<file path="src/rtl/cmp_pipe_branch.sv">
// cmp_pipe_branch: two-stage pipelined magnitude comparator for the branch unit.
//
// Stage 1 splits the operands into WIDTH/CHUNK_W chunks and registers the
// per-chunk gt/eq/lt vectors. Stage 2 reduces those vectors MSB-first, then
// registers gt/eq/lt, the RV32I branch decision and the illegal-funct3 flag.
// Signed mode is used for funct3 = 10x (BLT/BGE). It works by inverting both
// MSBs so that an unsigned compare gives the signed ordering.
// WIDTH must be a multiple of CHUNK_W.
//
// Optional feature macro: CMP_PIPE_MINMAX_EN
//   When defined, the in_minmax and out_result ports are added. The pipeline
//   then also produces min (01) or max (10) of the operands in the selected
//   mode. The codes 00 and 11 give 0.
//
// Ports:
//   clk, rst              clock, asynchronous active-high reset
//   in_valid/in_ready     operand beat handshake (in_ready = stage 1 can advance)
//   in_a, in_b            operands (rs1, rs2)
//   in_funct3             branch condition code
//   in_tag                opaque tag carried with the beat
//   in_minmax             (optional) min/max select
//   out_valid/out_ready   result handshake
//   out_gt/eq/lt          magnitude relation under the selected mode
//   out_taken             branch condition result
//   out_illegal           funct3 is 010 or 011
//   out_result            (optional) selected min/max value
//   out_tag               tag of the result
module cmp_pipe_branch #(
  parameter int WIDTH   = 32,
  parameter int CHUNK_W = 2,
  parameter int TAG_W   = 5
) (
  input  logic               clk,
  input  logic               rst,
  input  logic               in_valid,
  output logic               in_ready,
  input  logic [WIDTH-1:0]   in_a,
  input  logic [WIDTH-1:0]   in_b,
  input  logic [2:0]         in_funct3,
  input  logic [TAG_W-1:0]   in_tag,
`ifdef CMP_PIPE_MINMAX_EN
  input  logic [1:0]         in_minmax,
`endif
  output logic               out_valid,
  input  logic               out_ready,
  output logic               out_gt,
  output logic               out_eq,
  output logic               out_lt,
  output logic               out_taken,
  output logic               out_illegal,
`ifdef CMP_PIPE_MINMAX_EN
  output logic [WIDTH-1:0]   out_result,
`endif
  output logic [TAG_W-1:0]   out_tag
);

  localparam int N = WIDTH / CHUNK_W;

  // Handshake
  logic s1_valid_r;
  logic out_valid_r;
  logic s2_adv_s;
  logic s1_adv_s;

  // Stage 1 inputs, after the MSB flip for signed mode
  logic             signed_mode_s;
  logic [WIDTH-1:0] a_m_s;
  logic [WIDTH-1:0] b_m_s;
  logic [N-1:0]     chunk_gt_s;
  logic [N-1:0]     chunk_eq_s;
  logic [N-1:0]     chunk_lt_s;

  // Stage 1 registers
  logic [N-1:0]     s1_gt_r;
  logic [N-1:0]     s1_eq_r;
  logic [N-1:0]     s1_lt_r;
  logic [2:0]       s1_funct3_r;
  logic [TAG_W-1:0] s1_tag_r;

  // Stage 2 combinational results
  logic gt_s;
  logic eq_s;
  logic lt_s;
  logic eq_above_s;
  logic taken_s;
  logic illegal_s;

  // Stage 2 registers
  logic             out_gt_r;
  logic             out_eq_r;
  logic             out_lt_r;
  logic             out_taken_r;
  logic             out_illegal_r;
  logic [TAG_W-1:0] out_tag_r;

`ifdef CMP_PIPE_MINMAX_EN
  logic [WIDTH-1:0] s1_a_r;
  logic [WIDTH-1:0] s1_b_r;
  logic [1:0]       s1_minmax_r;
  logic [WIDTH-1:0] result_s;
  logic [WIDTH-1:0] out_result_r;
`endif

  // A stage moves when its downstream slot is empty or is draining this cycle.
  assign s2_adv_s = !out_valid_r || out_ready;
  assign s1_adv_s = !s1_valid_r || s2_adv_s;
  assign in_ready = s1_adv_s;

  // When the MSBs are flipped, two's-complement order matches unsigned order.
  assign signed_mode_s = (in_funct3[2:1] == 2'b10);
  assign a_m_s = in_a ^ {signed_mode_s, {(WIDTH-1){1'b0}}};
  assign b_m_s = in_b ^ {signed_mode_s, {(WIDTH-1){1'b0}}};

  for (genvar g = 0; g < N; g++) begin : g_chunk
    assign chunk_gt_s[g] = (a_m_s[g*CHUNK_W +: CHUNK_W] >  b_m_s[g*CHUNK_W +: CHUNK_W]);
    assign chunk_eq_s[g] = (a_m_s[g*CHUNK_W +: CHUNK_W] == b_m_s[g*CHUNK_W +: CHUNK_W]);
    assign chunk_lt_s[g] = (a_m_s[g*CHUNK_W +: CHUNK_W] <  b_m_s[g*CHUNK_W +: CHUNK_W]);
  end

  // Stage 1 register: capture chunk compares on a handshake; hold while stalled.
  always_ff @(posedge clk or posedge rst) begin
    if (rst) begin
      s1_valid_r  <= 1'b0;
      s1_gt_r     <= {N{1'b0}};
      s1_eq_r     <= {N{1'b0}};
      s1_lt_r     <= {N{1'b0}};
      s1_funct3_r <= 3'b000;
      s1_tag_r    <= {TAG_W{1'b0}};
`ifdef CMP_PIPE_MINMAX_EN
      s1_a_r      <= {WIDTH{1'b0}};
      s1_b_r      <= {WIDTH{1'b0}};
      s1_minmax_r <= 2'b00;
`endif
    end else if (s1_adv_s) begin
      s1_valid_r <= in_valid;
      if (in_valid) begin
        s1_gt_r     <= chunk_gt_s;
        s1_eq_r     <= chunk_eq_s;
        s1_lt_r     <= chunk_lt_s;
        s1_funct3_r <= in_funct3;
        s1_tag_r    <= in_tag;
`ifdef CMP_PIPE_MINMAX_EN
        s1_a_r      <= in_a;
        s1_b_r      <= in_b;
        s1_minmax_r <= in_minmax;
`endif
      end
    end
  end

  // MSB-first reduction: a chunk decides only if every higher chunk is equal.
  always_comb begin
    gt_s       = 1'b0;
    lt_s       = 1'b0;
    eq_above_s = 1'b1;
    for (int i = N - 1; i >= 0; i--) begin
      gt_s       = gt_s | (s1_gt_r[i] & eq_above_s);
      lt_s       = lt_s | (s1_lt_r[i] & eq_above_s);
      eq_above_s = eq_above_s & s1_eq_r[i];
    end
    eq_s = &s1_eq_r;
  end

  // Branch decision from funct3.
  always_comb begin
    taken_s   = 1'b0;
    illegal_s = 1'b0;
    case (s1_funct3_r)
      3'b000:         taken_s = eq_s;
      3'b001:         taken_s = !eq_s;
      3'b100, 3'b110: taken_s = lt_s;
      3'b101, 3'b111: taken_s = !lt_s;
      3'b010, 3'b011: illegal_s = 1'b1;
      default:        taken_s = 1'b0;
    endcase
  end

`ifdef CMP_PIPE_MINMAX_EN
  // Min/max select. It reuses the reduction, so the mode matches the compare.
  always_comb begin
    result_s = {WIDTH{1'b0}};
    case (s1_minmax_r)
      2'b01:   result_s = lt_s ? s1_a_r : s1_b_r;
      2'b10:   result_s = gt_s ? s1_a_r : s1_b_r;
      default: result_s = {WIDTH{1'b0}};
    endcase
  end
`endif

  // Stage 2 register: the outputs stay frozen while out_valid && !out_ready.
  always_ff @(posedge clk or posedge rst) begin
    if (rst) begin
      out_valid_r   <= 1'b0;
      out_gt_r      <= 1'b0;
      out_eq_r      <= 1'b0;
      out_lt_r      <= 1'b0;
      out_taken_r   <= 1'b0;
      out_illegal_r <= 1'b0;
      out_tag_r     <= {TAG_W{1'b0}};
`ifdef CMP_PIPE_MINMAX_EN
      out_result_r  <= {WIDTH{1'b0}};
`endif
    end else if (s2_adv_s) begin
      out_valid_r <= s1_valid_r;
      if (s1_valid_r) begin
        out_gt_r      <= gt_s;
        out_eq_r      <= eq_s;
        out_lt_r      <= lt_s;
        out_taken_r   <= taken_s;
        out_illegal_r <= illegal_s;
        out_tag_r     <= s1_tag_r;
`ifdef CMP_PIPE_MINMAX_EN
        out_result_r  <= result_s;
`endif
      end
    end
  end

  assign out_valid   = out_valid_r;
  assign out_gt      = out_gt_r;
  assign out_eq      = out_eq_r;
  assign out_lt      = out_lt_r;
  assign out_taken   = out_taken_r;
  assign out_illegal = out_illegal_r;
  assign out_tag     = out_tag_r;
`ifdef CMP_PIPE_MINMAX_EN
  assign out_result  = out_result_r;
`endif

endmodule

</file>
<file path="config.mk">
export PLATFORM = sky130hd
export DESIGN_NAME = cmp_pipe_branch
export DESIGN_NICKNAME = d
export VERILOG_FILES = /design/src/rtl/cmp_pipe_branch.sv
export SDC_FILE = /design/constraint.sdc
export NUM_CORES = 1
export LEC_CHECK = 0
export BUFFER_PORTS_ARGS = -buffer_cell sky130_fd_sc_hd__buf_2
export CORE_MARGIN = 10
export CORE_UTILIZATION = 48
export CTS_CLUSTER_DIAMETER = 30
export DETAILED_ROUTE_END_ITERATION = 6
export PLACE_DENSITY = 0.82
export SLEW_MARGIN = 15
export SYNTH_ARGS = -nofsm -noshare
export SYNTH_HDL_FRONTEND = slang
export SYNTH_SLANG_ARGS = --single-unit
</file>
<file path="constraint.sdc">
create_clock -name clk -period 1.7 [get_ports clk]
set_input_delay 0 -clock clk [delete_from_list [all_inputs] [get_ports clk]]
set_output_delay 0 -clock clk [all_outputs]
set_load 0.05 [all_outputs]
</file>
==> results.md <==
- Status: finished with violations
- Failing checks: setup timing
- CTS sink count: 68
- Initial antenna violation count: 0
- Top_reg_cell synth: dfrtp_1
- Post-synthesis sequential area ratio: 47.4%
- CTS Buf Count: 9
- Post-Synth Simple-Gate Area: 11.6%
- Port Buffer Count: 87
- Post-Place Cells: 535
- Synth cell count leaders: dfrtp_1, inv_1, nand2_1
- Post-Route WL: 8.55 mm
- CP Class: reg -> reg
- Pins over their slew limit: 0
- IO Count: 88
- TritonCTS clock tree: yes
- Slew HR: 71.4%
- Clk Tree Root Cell: clkbuf_8
- Reg2Reg Setup Slack: -0.05 ns
- Vias/cell: 5.07
- Die H: 106 µm
- Fillers: 563
- Hold Vio Cnt, Final: 0
- DRC: 0
- Netlist cell types: 30
- Grt met3 use: 3.86%
- Netlist Area Pre-Place: 3590 µm²
- Leak Pwr: 2.49 nW
- Antenna viol nets, final: 0
- Final setup viols: 1
- Largest family of logic cells by synthesized area: compound AO/OA/AOI/OAI gates
- Yosys Warn Count: 0
- Highest Clock Rate: 571 MHz
- Area growth from synthesis to layout: 30.0%
- Max Cap Viol: 0
- Cells after Synth: 346
- Worst EP required: 1.92 ns
- Synth Area in Compound Gates: 14.4%
- Total gr overflow: 0
- GRT Total Usage: 14.6%
- Die footprint: 11300 µm²
- Syn_nets: 453
- Reg2Reg Launch Point: s1_eq_r[6]
- Final net count: 572
- Crit path max-delay family: simple AND/OR/NAND/NOR gates
- Synth Area in Adders: 10.8%
- Starting DRT DRC Count: 91
- Yosys top cell by area: dfrtp_1
- N_diodes: 0
- Worst path cell trace: and3_4 > nand3_4 > or3_4 > a221oi_4 > mux2_4 > o22ai_2
- First-pass GRT wire length: 13.6 mm
- Slowest CP cell: or3_4
- Max stage delay on crit path: 0.41 ns
- R2r worst-path depth: 6
- Worst skew pair latency: 0.34 ns
- Non-filler cells, final: 568
- Period Utilization, post-route: 103%
- Number of cells on the critical path: 6
- Row count: 31
- Worst Hold Class: in -> reg
- CP startpoint: s1_eq_r[6]
- Critical Path End: out_taken
- Fraction of layout cells with a size suffix above 1: 35.8%
- Pwr Total: 4.56 mW
- Worst setup margin: -0.0513 ns
- Tmin final: 1.75 ns
- Final TNS setup: -0.0513 ns
- Core area: 7250 µm²
- Vias: 2881
- Top cell type's share of synthesized area: 47.4%
- Met2 Usage GRT: 24.6%
- Gpl congestion: 0.850
- Met1 GRT Util: 17.2%
- Post-DR wirelength/cell: 15.0 µm
- Crit-path max FO: 4
- RSZ-0062 raised after global routing: true
- Largest net degree at the start of global routing: 61
- Buf/Inv on CP: 0
- RR Endpoint: out_taken
- Layout Skew: 0.00399 ns
- Die Wd: 106 µm
- Largest cells by area after synthesis: dfrtp_1, ha_1, mux2_2
- XOR/XNOR Fraction of Synth Area: 0%
- Number of global-route vias before repair: 3017
- Reg clk slew, reported paths: 0.07 ns
- Most Crowded Layer GR: met2
- Worst setup SP type: flop
- CTS max path bufs: 2
- CP endpoint kind: flop
- WP data arrival: 1.97 ns
- Synth async-reset ratio: 100%
- FF+latch count, synth: 68
- TritonRoute pass-1 iters: 4
- Detailed Place HPWL: 6.36 mm
- H-tree depth: 3
- VDD IR max: 0.413 mV
- Post-synth EDFFs: 0
- Top-count cell post-synth: dfrtp_1
- Post-Syn Area per Cell: 10.4 µm²
- Starting density of the core: 49.5%
- PwrDens: 978 nW/µm²
- Least-Margin Pin Slew: 0.429 ns
- Mux cell area share after synthesis: 9.42%
-- power by group --
part           leakage [nW]  internal (mW)  total [mW]  switching (mW)
registers             0.835           1.91        2.12           0.209
clock network        0.0893          0.597        1.15           0.558
logic                  1.57          0.594        1.29           0.693
total                  2.49           3.10        4.56            1.46
-- cell usage in the layout (no fill, tap or decap), types with 15 or more instances in the layout --
cell type,netlist,routed
buf_4,0,17
buf_2,2,87
o21ai_0,23,18
nor3b_1,15,15
ha_1,31,31
inv_1,50,49
mux2_2,29,22
a21o_1,24,24
a21oi_1,20,20
nand2_1,40,39
dfrtp_1,68,67
-- sequential cells by signal (all words and copies together), names as in the netlist, 3 cells and up --
register,flops
out_tag,5
s1_eq_r,16
s1_funct3_r,3
s1_gt_r,16
s1_lt_r,16
s1_tag_r,5
-- worst register-to-register path, delay by kind of cell (launching register included) --
kind / cells / cell delay (ns)
mux: 1 / 0.20
simple gates: 3 / 0.72
compound gates: 2 / 0.34
flops: 1 / 0.37
-- metal layers --
layer  share of wire, %  vias up
met5                  0        -
met4                1.5        0
met3                5.0       12
met2                 51       66
met1                 43     1384
li1                   -     1419
-- per-stage QoR --
step | hold slack, ns | utilization (%) | worst slack (ns) | instance area, µm²
after floorplan | 0.108 | - | -0.248 | 3660
after global placement | 0.0204 | 58.8 | 0.0207 | 4260
after detailed placement | 0.0363 | 58.8 | -0.0837 | 4260
after CTS | 0.0506 | 63.2 | -0.00312 | 4580
after global routing | 0.0626 | 64.3 | -0.113 | 4660
final | 0.0524 | 64.3 | -0.0513 | 4660
-- layout make-up --
| class | count | area (µm²) | share of cell area [%] |
|---|---|---|---|
| Multi-Input combinational cell | 218 | 1750 | 37.6 |
| Sequential cell | 68 | 1700 | 36.5 |
| Timing Repair Buffer | 118 | 723 | 15.5 |
| Inverter | 50 | 191 | 4.10 |
| Clock buffer | 13 | 159 | 3.41 |
| Tap cell | 99 | 124 | 2.66 |
| Clock inverter | 2 | 10.0 | 0.215 |
-- repair_timing --
item	in CTS	in global routing
setup buffers	3	3
gates resized for setup	2	10
endpoints found under the setup margin	1	2
hold buffers	12	0
pin swaps	2	5
endpoints found under the hold margin	28	0
-- how the worst min path moves through the flow --
| stage | start | end | slack [ns] | cells after the start |
|---|---|---|---|---|
| 2_1_floorplan | in_valid | s1_valid_r | 0.11 | 1 |
| 3_3_place_gp | rst | s1_lt_r[14] | 0.02 | 2 |
| 3_5_place_dp | rst | s1_lt_r[14] | 0.04 | 2 |
| 4_1_cts | in_b[4] | s1_eq_r[2] | 0.05 | 4 |
| 5_1_grt | in_b[4] | s1_eq_r[2] | 0.06 | 4 |
| 6_report | in_b[8] | s1_eq_r[4] | 0.05 | 4 |
-- cells by family after synthesis --
logic type / Yosys count
flip-flops: 68
AO/OA/AOI/OAI: 80
multiplexers: 30
AND/OR/NAND/NOR: 77
adder cells (fa/ha/maj): 31
buffers and inverters: 60
(Power assumes the default switching activity.)
